===== src/rtl/sr_button_pkg.sv =====
// Shared types and sizing helpers for the SR-latch button driver.
package sr_button_pkg;

  typedef enum logic [1:0] {
    IDLE    = 2'd0,
    PULSE_S = 2'd1,
    PULSE_R = 2'd2,
    GAP     = 2'd3
  } state_e;

  // Bits needed to hold values 0..n inclusive.
  function automatic int cnt_width(input int n);
    return (n < 1) ? 1 : $clog2(n + 1);
  endfunction

  function automatic int max_int(input int a, input int b);
    return (a > b) ? a : b;
  endfunction

endpackage


===== src/rtl/sr_debounce.sv =====
// Two-flop synchroniser, stable-count debouncer and one-cycle press request
// for a single raw pushbutton.
module sr_debounce
  import sr_button_pkg::*;
#(
  parameter int DEB_CYCLES = 1000
) (
  input  logic clk,
  input  logic rst_n,
  input  logic btn,
  output logic req
);

  localparam int              CW       = cnt_width(DEB_CYCLES);
  localparam logic [CW-1:0]   CNT_LAST = CW'(DEB_CYCLES - 1);

  logic          meta_q;
  logic          sync_q;
  logic [CW-1:0] cnt_q,   cnt_d;
  logic          level_q, level_d;
  logic          req_q,   req_d;

  // NOTE: every always_comb output gets a default first so no path leaves it
  // unassigned; otherwise synthesis infers a latch.
  always_comb begin
    cnt_d   = '0;
    level_d = level_q;
    req_d   = 1'b0;
    if (sync_q != level_q) begin
      if (cnt_q == CNT_LAST) begin
        level_d = ~level_q;
        // Only a press (0 -> 1) is a request; releases are ignored.
        req_d   = ~level_q;
      end else begin
        cnt_d = cnt_q + 1'b1;
      end
    end
  end

  // NOTE: sequential state uses non-blocking assignments so every flop samples
  // pre-edge values, independent of statement order.
  always_ff @(posedge clk or negedge rst_n) begin
    if (!rst_n) begin
      meta_q  <= 1'b0;
      sync_q  <= 1'b0;
      cnt_q   <= '0;
      level_q <= 1'b0;
      req_q   <= 1'b0;
    end else begin
      meta_q  <= btn;
      sync_q  <= meta_q;
      cnt_q   <= cnt_d;
      level_q <= level_d;
      req_q   <= req_d;
    end
  end

  assign req = req_q;

endmodule


===== src/rtl/sr_button_driver.sv =====
// Turns two bouncing buttons into clean, fixed-width, mutually exclusive S/R
// pulses for a NOR SR latch, with a guaranteed idle gap between pulses.
module sr_button_driver
  import sr_button_pkg::*;
#(
  parameter int DEB_CYCLES   = 1000,
  parameter int PULSE_CYCLES = 4,
  parameter int GAP_CYCLES   = 2
) (
  input  logic CLK,
  input  logic RST_N,
  input  logic BTN_S,
  input  logic BTN_R,
  output logic S,
  output logic R,
  output logic BUSY,
  output logic CONFLICT
);

  localparam int            CW         = cnt_width(max_int(PULSE_CYCLES, GAP_CYCLES));
  localparam logic [CW-1:0] PULSE_LAST = CW'(PULSE_CYCLES - 1);
  localparam logic [CW-1:0] GAP_LAST   = CW'(GAP_CYCLES - 1);

  logic req_s, req_r;

  sr_debounce #(.DEB_CYCLES(DEB_CYCLES)) u_deb_s (
    .clk   (CLK),
    .rst_n (RST_N),
    .btn   (BTN_S),
    .req   (req_s)
  );

  sr_debounce #(.DEB_CYCLES(DEB_CYCLES)) u_deb_r (
    .clk   (CLK),
    .rst_n (RST_N),
    .btn   (BTN_R),
    .req   (req_r)
  );

  state_e        state_q,  state_d;
  logic [CW-1:0] cnt_q,    cnt_d;
  logic          pend_s_q, pend_s_d;
  logic          pend_r_q, pend_r_d;
  logic          hit_q,    hit_d;
  logic          s_q, r_q, busy_q, conflict_q;
  logic          want_s, want_r;

  assign want_s = req_s | pend_s_q;
  assign want_r = req_r | pend_r_q;

  always_comb begin
    state_d  = state_q;
    cnt_d    = cnt_q;
    pend_s_d = pend_s_q;
    pend_r_d = pend_r_q;
    hit_d    = 1'b0;
    unique case (state_q)
      IDLE: begin
        // Live requests and pending flags are served alike; anything seen
        // here is consumed, including a discarded S+R pair.
        pend_s_d = 1'b0;
        pend_r_d = 1'b0;
        cnt_d    = '0;
        if (want_s && want_r) hit_d   = 1'b1;
        else if (want_s)      state_d = PULSE_S;
        else if (want_r)      state_d = PULSE_R;
      end
      PULSE_S, PULSE_R: begin
        pend_s_d = pend_s_q | req_s;
        pend_r_d = pend_r_q | req_r;
        if (cnt_q == PULSE_LAST) begin
          state_d = GAP;
          cnt_d   = '0;
        end else begin
          cnt_d = cnt_q + 1'b1;
        end
      end
      GAP: begin
        pend_s_d = pend_s_q | req_s;
        pend_r_d = pend_r_q | req_r;
        if (cnt_q == GAP_LAST) begin
          state_d = IDLE;
          cnt_d   = '0;
        end else begin
          cnt_d = cnt_q + 1'b1;
        end
      end
      default: begin
        state_d = IDLE;
        cnt_d   = '0;
      end
    endcase
  end

  // Outputs are decoded from the next state so they are glitch-free flops
  // aligned with the state register.
  always_ff @(posedge CLK or negedge RST_N) begin
    if (!RST_N) begin
      state_q    <= IDLE;
      cnt_q      <= '0;
      pend_s_q   <= 1'b0;
      pend_r_q   <= 1'b0;
      hit_q      <= 1'b0;
      s_q        <= 1'b0;
      r_q        <= 1'b0;
      busy_q     <= 1'b0;
      conflict_q <= 1'b0;
    end else begin
      state_q    <= state_d;
      cnt_q      <= cnt_d;
      pend_s_q   <= pend_s_d;
      pend_r_q   <= pend_r_d;
      hit_q      <= hit_d;
      s_q        <= (state_d == PULSE_S);
      r_q        <= (state_d == PULSE_R);
      busy_q     <= (state_d != IDLE);
      conflict_q <= hit_q;
    end
  end

  assign S        = s_q;
  assign R        = r_q;
  assign BUSY     = busy_q;
  assign CONFLICT = conflict_q;

endmodule


===== config.mk =====
export PLATFORM = sky130hd
export DESIGN_NAME = sr_button_driver
export DESIGN_NICKNAME = d
export VERILOG_FILES = /design/src/rtl/sr_button_pkg.sv /design/src/rtl/sr_debounce.sv /design/src/rtl/sr_button_driver.sv
export SDC_FILE = /design/constraint.sdc
export NUM_CORES = 1
export LEC_CHECK = 0
export CAP_MARGIN = 20
export CORE_UTILIZATION = 50
export DETAILED_ROUTE_END_ITERATION = 16
export PLACE_DENSITY_LB_ADDON = 0.25
export SETUP_SLACK_MARGIN = 0.3
export SYNTH_ARGS = -nofsm -noshare
export SYNTH_HDL_FRONTEND = slang
export SYNTH_HIERARCHICAL = 1
export SYNTH_SLANG_ARGS = --single-unit
export TNS_END_PERCENT = 10

===== constraint.sdc =====
create_clock -name CLK -period 2.2 [get_ports CLK]
set_input_delay 0.22 -clock CLK [delete_from_list [all_inputs] [get_ports CLK]]
set_output_delay 0.22 -clock CLK [all_outputs]
set_load 0.005 [all_outputs]

---- Word-level counts from Yosys, hierarchy flattened ----
Cells that the tools add are included.
cells by class
  $add $sub $neg .......................... 3
  multipliers ............................. 0
  div/mod/pow operators ................... 0
  magnitude comparators ................... 0
  equal/unequal tests ..................... 11
  shift-type cells ........................ 0
  muxes and demuxes ....................... 21
  bitwise gates (word level) .............. 4
  reduce and logical (&&, ||, !) cells .... 7
operator list
  operator               count
  $mux 10                4
  $add 10x1->10 const B  2
  $eq 10x10->1 const B   2
  $mux 2                 5
  $pmux 3 s3             1
  $eq 2x2->1 const B     3
  $mux 1                 6
  $mux 3                 2
  $pmux 2 s3             1
  $eq 2x1->1 const B     2
  $pmux 1 s2             2
  $reduce_and 2->1       2
  $add 3x1->3 const B    1
  $eq 3x1->1 const B     1
  $eq 3x2->1 const B     1
  $reduce_or 3->1        1
  $logic_not 2->1        1
  $ne 1x1->1             2
  $not 1->1              2
  $or 1x1->1             2
  $reduce_bool 2->1      1
  $reduce_or 2->1        1
  $logic_and 1x1->1      1
storage, ports and cells
  register bits after elaboration ......... 40
  latch bits .............................. 0
  RAM bits ................................ 0
  ROM bits ................................ 0
  input port bits ......................... 4
  output and inout bits ................... 4
  logic and storage cells ................. 65
  memories kept ........................... 0

---- Depth between registers and ports, before layout ----
Gate-level depths: netlist of run 1.
  depth in word-level cells ............... 6
  gate-level depth with buffers ........... 6
  gate-level depth less buffers ........... 6

---- Hierarchy ----
The synthesis of run 1 kept the hierarchy.
modules (own cells, without submodules)
  module            times used  cells an instance  area an instance (um^2)  sequential area each (um^2)
  sr_debounce       2           58                 646.9                    350.3
  sr_button_driver  1           59                 620.6                    300.3

---- Worst setup path before layout of run 1 ----
OpenSTA, ideal clock, no wires.
  kind .................................... register to register
  start ................................... register state_q[1]
  end ..................................... register s_q (netlist: S)
  library setup time ...................... 111 ps
  arrival time ............................ 1469 ps
  data required time ...................... 2089 ps
  slack ................................... 620 ps
  cell stages (with the launch flop) ...... 7
  buffers on the path ..................... 0
  clock period less this slack ............ 1580 ps
  cell sequence ........................... dfrtp_1 inv_1 ha_1 nor2_1 a211oi_4 nand2_1 a222oi_1
on the way
  word-level cells in the longest chain between the ends .. 5
  elaborated cells on any way between the ends .. 12
  classes of those cells .................. eq/ne: 4; mux: 6; reduce/logical: 2
ends and longest elaborated chain
  element                   line                     RTL
  start: declaration        sr_button_driver.sv:40   state_e state_q, state_d;
  start signal: assignment  sr_button_driver.sv:109  state_q <= state_d;
  $mux 2                    sr_button_driver.sv:66   else if (want_r) state_d = PULSE_R;
  $mux 2                    sr_button_driver.sv:65   else if (want_s) state_d = PULSE_S;
  $mux 2                    sr_button_driver.sv:64   if (want_s && want_r) hit_d = 1'b1;
  $pmux 2 s3 (*)            sr_button_driver.sv:57   unique case (state_q)
  $eq 2x1->1 (*)            sr_button_driver.sv:114  s_q <= (state_d == PULSE_S);
  end signal: assignment    sr_button_driver.sv:114
  end: declaration          sr_button_driver.sv:45   logic s_q, r_q, busy_q, conflict_q;
Every way passes the cells marked *; elsewhere a longest branch is shown, timed or not.
A chain may end at the register's enable or synchronous reset.

---- Worst setup path after layout of run 1 ----
Ends and elaborated chain as after synthesis.

==> summary.txt, run 1 <==
Outcome
  • Status: complete, no violations

Final layout
  • Fill count: 316
  • Layout cells sized above 1: 14.2%
  • Storage cell area: 0.00100 sq mm
  • Antenna cells: 0
  • Synth-to-Final Area Change: 11.4%
  • Nets: 202
  • Area of the multi-input gates: 867 sq um
  • Fin util: 58.2%

Drt
  • Detail Route Antenna Nets: 0
  • Routed vias/inst: 5.74
  • First DRT Iteration DRCs: 69
  • Router iterations before antenna repair: 4
  • Wire per inst: 13.8 microns
  • Via Count: 1,367
  • Final WL: 3.28 mm
  • DRC Markers: 0

Synth
  • FFs w/ async S/R, synth: 100%
  • Count of flip-flops with a built-in enable after synthesis: 0
  • Synth Flop Type: dfrtp_1
  • Count of state elements after synthesis: 40
  • Syn nets: 188
  • Unique cell type count in the Yosys netlist: 34
  • Post-synthesis instance area: 0.00191 sq mm
  • Mapped Cells: 175
  • Seq/Total Area, Yosys: 52.3%
  • Synthesized area per cell: 10.9 sq um
  • Synth warn: 6

Clock network
  • CTS clk-pin slew, worst paths: 0.08 ns
  • CTS root buffer: clkbuf_8
  • Worst-skew pair later-pin latency: 0.28 ns
  • Hold buffers post-CTS: 0
  • CTS sink cnt: 40
  • CTS tree: built
  • H-tree depth: 2
  • TritonCTS buffer count: 5
  • Clock buffer depth: 2

Setup path
  • CP Launch Type: flip-flop
  • Worst R2R Setup Slack: 0.38 ns
  • Worst path required time: 2.37 ns
  • R2r startpoint: state_q[1]
  • FF-to-FF End: S
  • Reg2Reg Depth: 6
  • CP arrival: 1.99 ns
  • CP max FO: 5
  • Worst Setup End Kind: flip-flop
  • WS Path Type: flip-flop to flip-flop

Power
  • Logic pwr share: 3.7%
  • Internal power: 0.00102 W
  • Sequential share of power: 58.3%
  • Switch share: 21.9%
  • Power per Cell Area: 612 mW/mm^2
  • Psw: 0.000286 W
  • Clock share of power: 38.0%
  • Maximum VDD drop: 0.485 mV
  • Leakage: 0.906 nW

GRT
  • Gr ovfl total: 0
  • Largest net degree at the start of global routing: 41
  • GRT Util Overall: 19.1%
  • First-pass GRT wire length: 5.84 mm
  • Antenna violations before repair: 0
  • Vias in the first global route: 1,395

Floorplan
  • Initial core utilization: 52.3%
  • Die W: 63.9 microns
  • Io pins: 8
  • Total die area: 0.00408 sq mm
  • Chip Height: 63.9 microns
  • FP Rows: 22
  • Core Region: 0.00366 sq mm

Placement
  • IO Port Bufs: 7
  • Gp weighted congestion: 0.810
  • HPWL after detailed placement: 2.36 mm

Timing
  • Slew Limit Fails: 0
  • RSZ-0062 raised after global routing: no
  • Skew final: 0.00483 ns
  • Minimum clock period: 1.82 ns
  • Worst slew margin: 43.1%
  • Finish-stage setup viols: 0
  • Worst-Margin Slew: 0.853 ns
  • Setup TNS: 0 ns
  • Hold Vio Cnt, Final: 0
  • Tcrit/Tclk final: 82.7%
  • Max Freq: 549 MHz

Flow run
  • Max-Cap Viols: 0

Worst hold path
  • Hold Crit Class: input pin to async pin
[cells in the mapped netlist (2+ instances only)]
master,count,share of area (%)
nor3b_1,2,0.78
xnor2_1,4,1.8
ha_1,9,5.9
nand2_1,13,2.5
mux2_4,2,1.6
o21ai_0,12,3.1
o31ai_1,4,1.6
nand4bb_2,2,1.7
inv_1,10,2.0
a211oi_1,4,1.6
a21oi_1,6,1.6
nand3_1,9,2.4
or2_1,2,0.65
nor2_1,18,3.5
or3_4,2,1.2
xor2_1,6,2.7
dfrtp_1,40,52
and3_2,3,1.2
or3_1,4,1.3
o21ba_2,2,1.0
or4_1,2,0.78
nand4_1,4,1.3
o21a_1,2,0.78
and4_1,2,0.92
maj3_2,2,1.2
[power groups by stage]
stage | Sequential (W) | Combinational (W) | Clock, W
floorplan | 0.000772 | 0.0000232 | 0
finish | 0.000761 | 0.0000487 | 0.000496
detailed placement | 0.000775 | 0.0000502 | 0
global route | 0.000763 | 0.0000569 | 0.000543
CTS | 0.000760 | 0.0000509 | 0.000519
global placement | 0.000774 | 0.0000487 | 0
[per-stage QoR]
| step | hold slack [ns] | power (W) | instance area (sq um) | worst slack (ns) | std cells |
|---|---|---|---|---|---|
| after global placement | 0.334 | 0.000822 | 2030 | 0.555 | 229 |
| after CTS | 0.0771 | 0.00133 | 2120 | 0.364 | 237 |
| after global routing | 0.131 | 0.00136 | 2130 | 0.312 | 238 |
| after floorplan | -0.0756 | 0.000796 | 1910 | 0.620 | 175 |
| final | 0.0349 | 0.00131 | 2130 | 0.380 | 238 |
| after detailed placement | 0.337 | 0.000825 | 2030 | 0.385 | 229 |
[worst max-delay path by stage]
stage / start / end / slack, ns / depth (start not counted)
final: state_q[1] / S / 0.38 / 6
after global routing: state_q[0] / S / 0.31 / 6
after CTS: state_q[1] / S / 0.36 / 6
after detailed placement: state_q[1] / S / 0.38 / 6
after global placement: state_q[1] / S / 0.56 / 6
after floorplan: state_q[1] / S / 0.62 / 6
[state kept, by name, indices dropped and copies added, names as in the netlist, 2 cells and up]
signal,count
state_q,2
u_deb_s/cnt_q,10
cnt_q,3
u_deb_r/cnt_q,10
[worst max-delay path, cell delays in order, from the launching register on]
cell	delay (ns)
dfrtp_1	0.42
inv_1	0.11
ha_2	0.39
nor2_1	0.08
a211oi_4	0.30
nand2_1	0.13
a222oi_1	0.29
[metal layers]
| layer | vias to the layer above | track usage [%] | part of all wire (%) |
|---|---|---|---|
| met1 | 685 | 21.3 | 44 |
| met4 | 0 | 10.5 | 1.6 |
| met2 | 32 | 33.6 | 51 |
| met3 | 4 | 3.93 | 3.7 |
| met5 | - | 0 | 0 |
| li1 | 646 | - | - |
[layout by cell type (no fill, tap or decap), types with 3 or more instances in the layout]
master,instances
dfrtp_1,40
nor2_1,18
nand2_1,13
o21ai_0,12
inv_1,10
nand3_1,9
ha_1,8
clkbuf_8,6
clkdlybuf4s50_1,6
xor2_1,6
a21oi_1,6
nand4_1,4
xnor2_1,4
a211oi_1,4
o31ai_1,4
or3_1,4
and3_2,3
[cell families after synthesis]
group,Yosys count,share of synthesized area [%]
AO/OA/AOI/OAI,36,13.1
XOR/XNOR,10,4.57
adder cells (fa/ha/maj),11,7.06
buffers and inverters,11,2.55
flip-flops,40,52.3
multiplexers,2,1.57
AND/OR/NAND/NOR,65,18.9
[cell type report]
cell class / instances / area share, %
clock inverters: 1 / 0.352
multi-input cells: 124 / 40.7
clock buffers: 7 / 4.05
inverters: 10 / 1.76
flip-flops and latches: 40 / 46.9
well taps: 48 / 2.82
repair buffers: 8 / 3.40
[what timing repair did]
action / CTS / global route
setup endpoints to repair: 0 / 1
buffers inserted: 0 / 1
gates resized for setup: 0 / 1
(Power assumes the default switching activity.)
==> run 2, diff against run 1 <==
- clock period: 2.2 -> 1.8 ns (I/O delays scaled with it)
==> run 2 against run 1 <==
Against the previous run: clock power is 10% higher; final area up 5.5%; worst setup slack worse by 0.087 ns; critical path depth fell by 2; wire length rose by 4.3%; global-route usage is 0.73 points higher; total power up 20%; final cell count is 3.8% higher; utilization rose by 3.2 points; clock skew increased by 0.0046 ns.
==> summary.txt, run 2 (synthesis gave the netlist of run 1 again) <==
Outcome
  • Status: complete, no violations (unchanged)

Timing
  • Finish-stage setup viols: 0 (unchanged)
  • Slew Limit Fails: 0 (unchanged)
  • Hold Vio Cnt, Final: 0 (unchanged)
  • Setup TNS: 0 ns (unchanged)
  • Minimum clock period: 1.51 ns (was 1.82 ns)
  • RSZ-0062 raised after global routing: yes (was no)
  • Max Freq: 663 MHz (was 549 MHz)
  • Tcrit/Tclk final: 83.8% (was 82.7%)
  • Worst-Margin Slew: 0.483 ns (was 0.853 ns)
  • Worst slew margin: 67.8% (was 43.1%)
  • Skew final: 0.00945 ns (was 0.00483 ns)

Power
  • Maximum VDD drop: 0.446 mV (was 0.485 mV)
  • Power per Cell Area: 694 mW/mm^2 (was 612 mW/mm^2)
  • Leakage: 0.948 nW (was 0.906 nW)

Final layout
  • Top flop regs: u_deb_r/cnt_q x10, u_deb_s/cnt_q x10, cnt_q x3 (unchanged)
  • Commonest cells after routing, fill and taps aside: 39 x dfrtp_1, 17 x nor2_1, 13 x nand2_1 (was 40 x dfrtp_1, 18 x nor2_1, 13 x nand2_1)
  • Commonest non-fill, non-tap cell in the layout: dfrtp_1 (unchanged)
  • Fill count: 306 (was 316)
  • Antenna cells: 0 (unchanged)
  • Synth-to-Final Area Change: 17.5% (was 11.4%)
  • Nets: 212 (was 202)
  • Final Instance Area: 0.00225 sq mm (was 0.00213 sq mm)
  • Layout cells sized above 1: 21.6% (was 14.2%)

GRT
  • GRT Util Overall: 19.8% (was 19.1%)
  • Largest net degree at the start of global routing: 41 (unchanged)
  • First-pass GRT wire length: 6.09 mm (was 5.84 mm)
  • Vias in the first global route: 1,424 (was 1,395)
  • Antenna violations before repair: 0 (unchanged)
  • Gr ovfl total: 0 (unchanged)

Floorplan
  • Core Region: 0.00366 sq mm (unchanged)
  • Die W: 63.9 microns (unchanged)
  • Io pins: 8 (unchanged)
  • Initial core utilization: 52.3% (unchanged)
  • Chip Height: 63.9 microns (unchanged)
  • FP Rows: 22 (unchanged)
  • Total die area: 0.00408 sq mm (unchanged)

Setup path
  • Slowest cell on crit path: dfrtp_1 (unchanged)
  • CP Launch Type: flip-flop (unchanged)
  • CP max FO: 4 (was 5)
  • R2r startpoint: u_deb_r/cnt_q[0] (was state_q[1])
  • Reg2Reg Depth: 4 (was 6)
  • CP arrival: 1.69 ns (was 1.99 ns)
  • WS Path Type: flip-flop to flip-flop (unchanged)
  • Worst-path cell chain: ha_4 > nand4bb_4 > or3_4 > mux2_4 (was inv_1 > ha_2 > nor2_1 > a211oi_4 > nand2_1 > a222oi_1)
  • Worst R2R Setup Slack: 0.29 ns (was 0.38 ns)
  • Worst path required time: 1.98 ns (was 2.37 ns)
  • Worst Setup End Kind: flip-flop (unchanged)
  • Critical Path Max Stage Delay: 0.40 ns (was 0.42 ns)
  • Setup crit end: u_deb_r/level_q (was S)
  • CP startpoint: u_deb_r/cnt_q[0] (was state_q[1])
  • FF-to-FF End: u_deb_r/level_q (was S)

Drt
  • First DRT Iteration DRCs: 95 (was 69)
  • Via Count: 1,373 (was 1,367)
  • Routed vias/inst: 5.56 (was 5.74)
  • Final WL: 3.43 mm (was 3.28 mm)
  • Router iterations before antenna repair: 4 (unchanged)
  • DRC Markers: 0 (unchanged)
  • Wire per inst: 13.9 microns (was 13.8 microns)
  • Detail Route Antenna Nets: 0 (unchanged)

Placement
  • IO Port Bufs: 7 (unchanged)
  • HPWL after detailed placement: 2.29 mm (was 2.36 mm)
  • Gp weighted congestion: 0.835 (was 0.810)
  • Post-DP Area: 0.00207 sq mm (was 0.00203 sq mm)

Clock network
  • CTS tree: built (unchanged)
  • CTS root buffer: clkbuf_8 (unchanged)
  • Clock buffer depth: 2 (unchanged)
  • Worst-skew pair later-pin latency: 0.29 ns (was 0.28 ns)
  • H-tree depth: 2 (unchanged)
  • CTS clk-pin slew, worst paths: 0.07 ns (was 0.08 ns)
  • TritonCTS buffer count: 5 (unchanged)
  • CTS sink cnt: 40 (unchanged)

Flow run
  • Max-Cap Viols: 0 (unchanged)

Worst hold path
  • Hold Crit Class: input pin to flip-flop (was input pin to async pin)
run 2: critical path, delay by kind of cell, from the launching register on:
family | cells | cell delay [ns]
AND/OR/NAND/NOR | 2 | 0.53
adder cells (fa/ha/maj) | 1 | 0.17
flip-flops | 1 | 0.40
multiplexers | 1 | 0.30
run 2: power breakdown:
part,total [W],internal [W],leakage [nW],switching [W]
Combinational,0.0000823,0.0000395,0.364,0.0000428
Clock,0.000546,0.000263,0.0410,0.000283
Sequential,0.000933,0.000914,0.543,0.0000187
run 2: layout make-up:
| class | instances | area, sq um | area share [%] |
|---|---|---|---|
| sequential | 40 | 1000 | 44.6 |
| multi-input combinational | 124 | 921 | 41.0 |
| timing repair buffer | 18 | 150 | 6.68 |
| clock buffer | 6 | 72.6 | 3.23 |
| tap | 48 | 60.1 | 2.67 |
| inverter | 10 | 37.5 | 1.67 |
| clock inverter | 1 | 5.00 | 0.223 |
run 2: how the worst min path moves through the flow:
stage / from / endpoint / depth (start not counted)
floorplan: RST_N / BUSY / 0
global placement: RST_N / BUSY / 2
detailed placement: RST_N / S / 2
CTS: BTN_S / u_deb_s/meta_q / 1
global route: BTN_S / u_deb_s/meta_q / 1
finish: BTN_S / u_deb_s/meta_q / 1
run 2: what timing repair did:
action	in CTS	in global routing
hold endpoints to repair	40	0
setup endpoints to repair	8	11
gates resized for setup	4	5
hold buffers	1	0
pin swaps	2	4
buffers inserted	7	0
run 2: metal layers:
layer | vias up | global-route usage, % | routed length, microns
met5 | - | 0 | 0
met4 | 0 | 8.52 | 97
met3 | 11 | 6.07 | 109
met2 | 27 | 34.0 | 1740
met1 | 671 | 22.5 | 1480
li1 | 664 | - | -
run 2: per-stage QoR:
step	instances	hold slack (ns)	power (W)	setup WS [ns]	util, %
after CTS	247	0.337	0.00158	0.268	61.2
after detailed placement	232	0.267	0.00101	0.139	56.5
after floorplan	175	-0.116	0.000973	0.280	-
after global routing	247	0.348	0.00164	0.223	61.4
after global placement	232	0.258	0.00101	0.211	56.5
final	247	0.341	0.00156	0.292	61.4
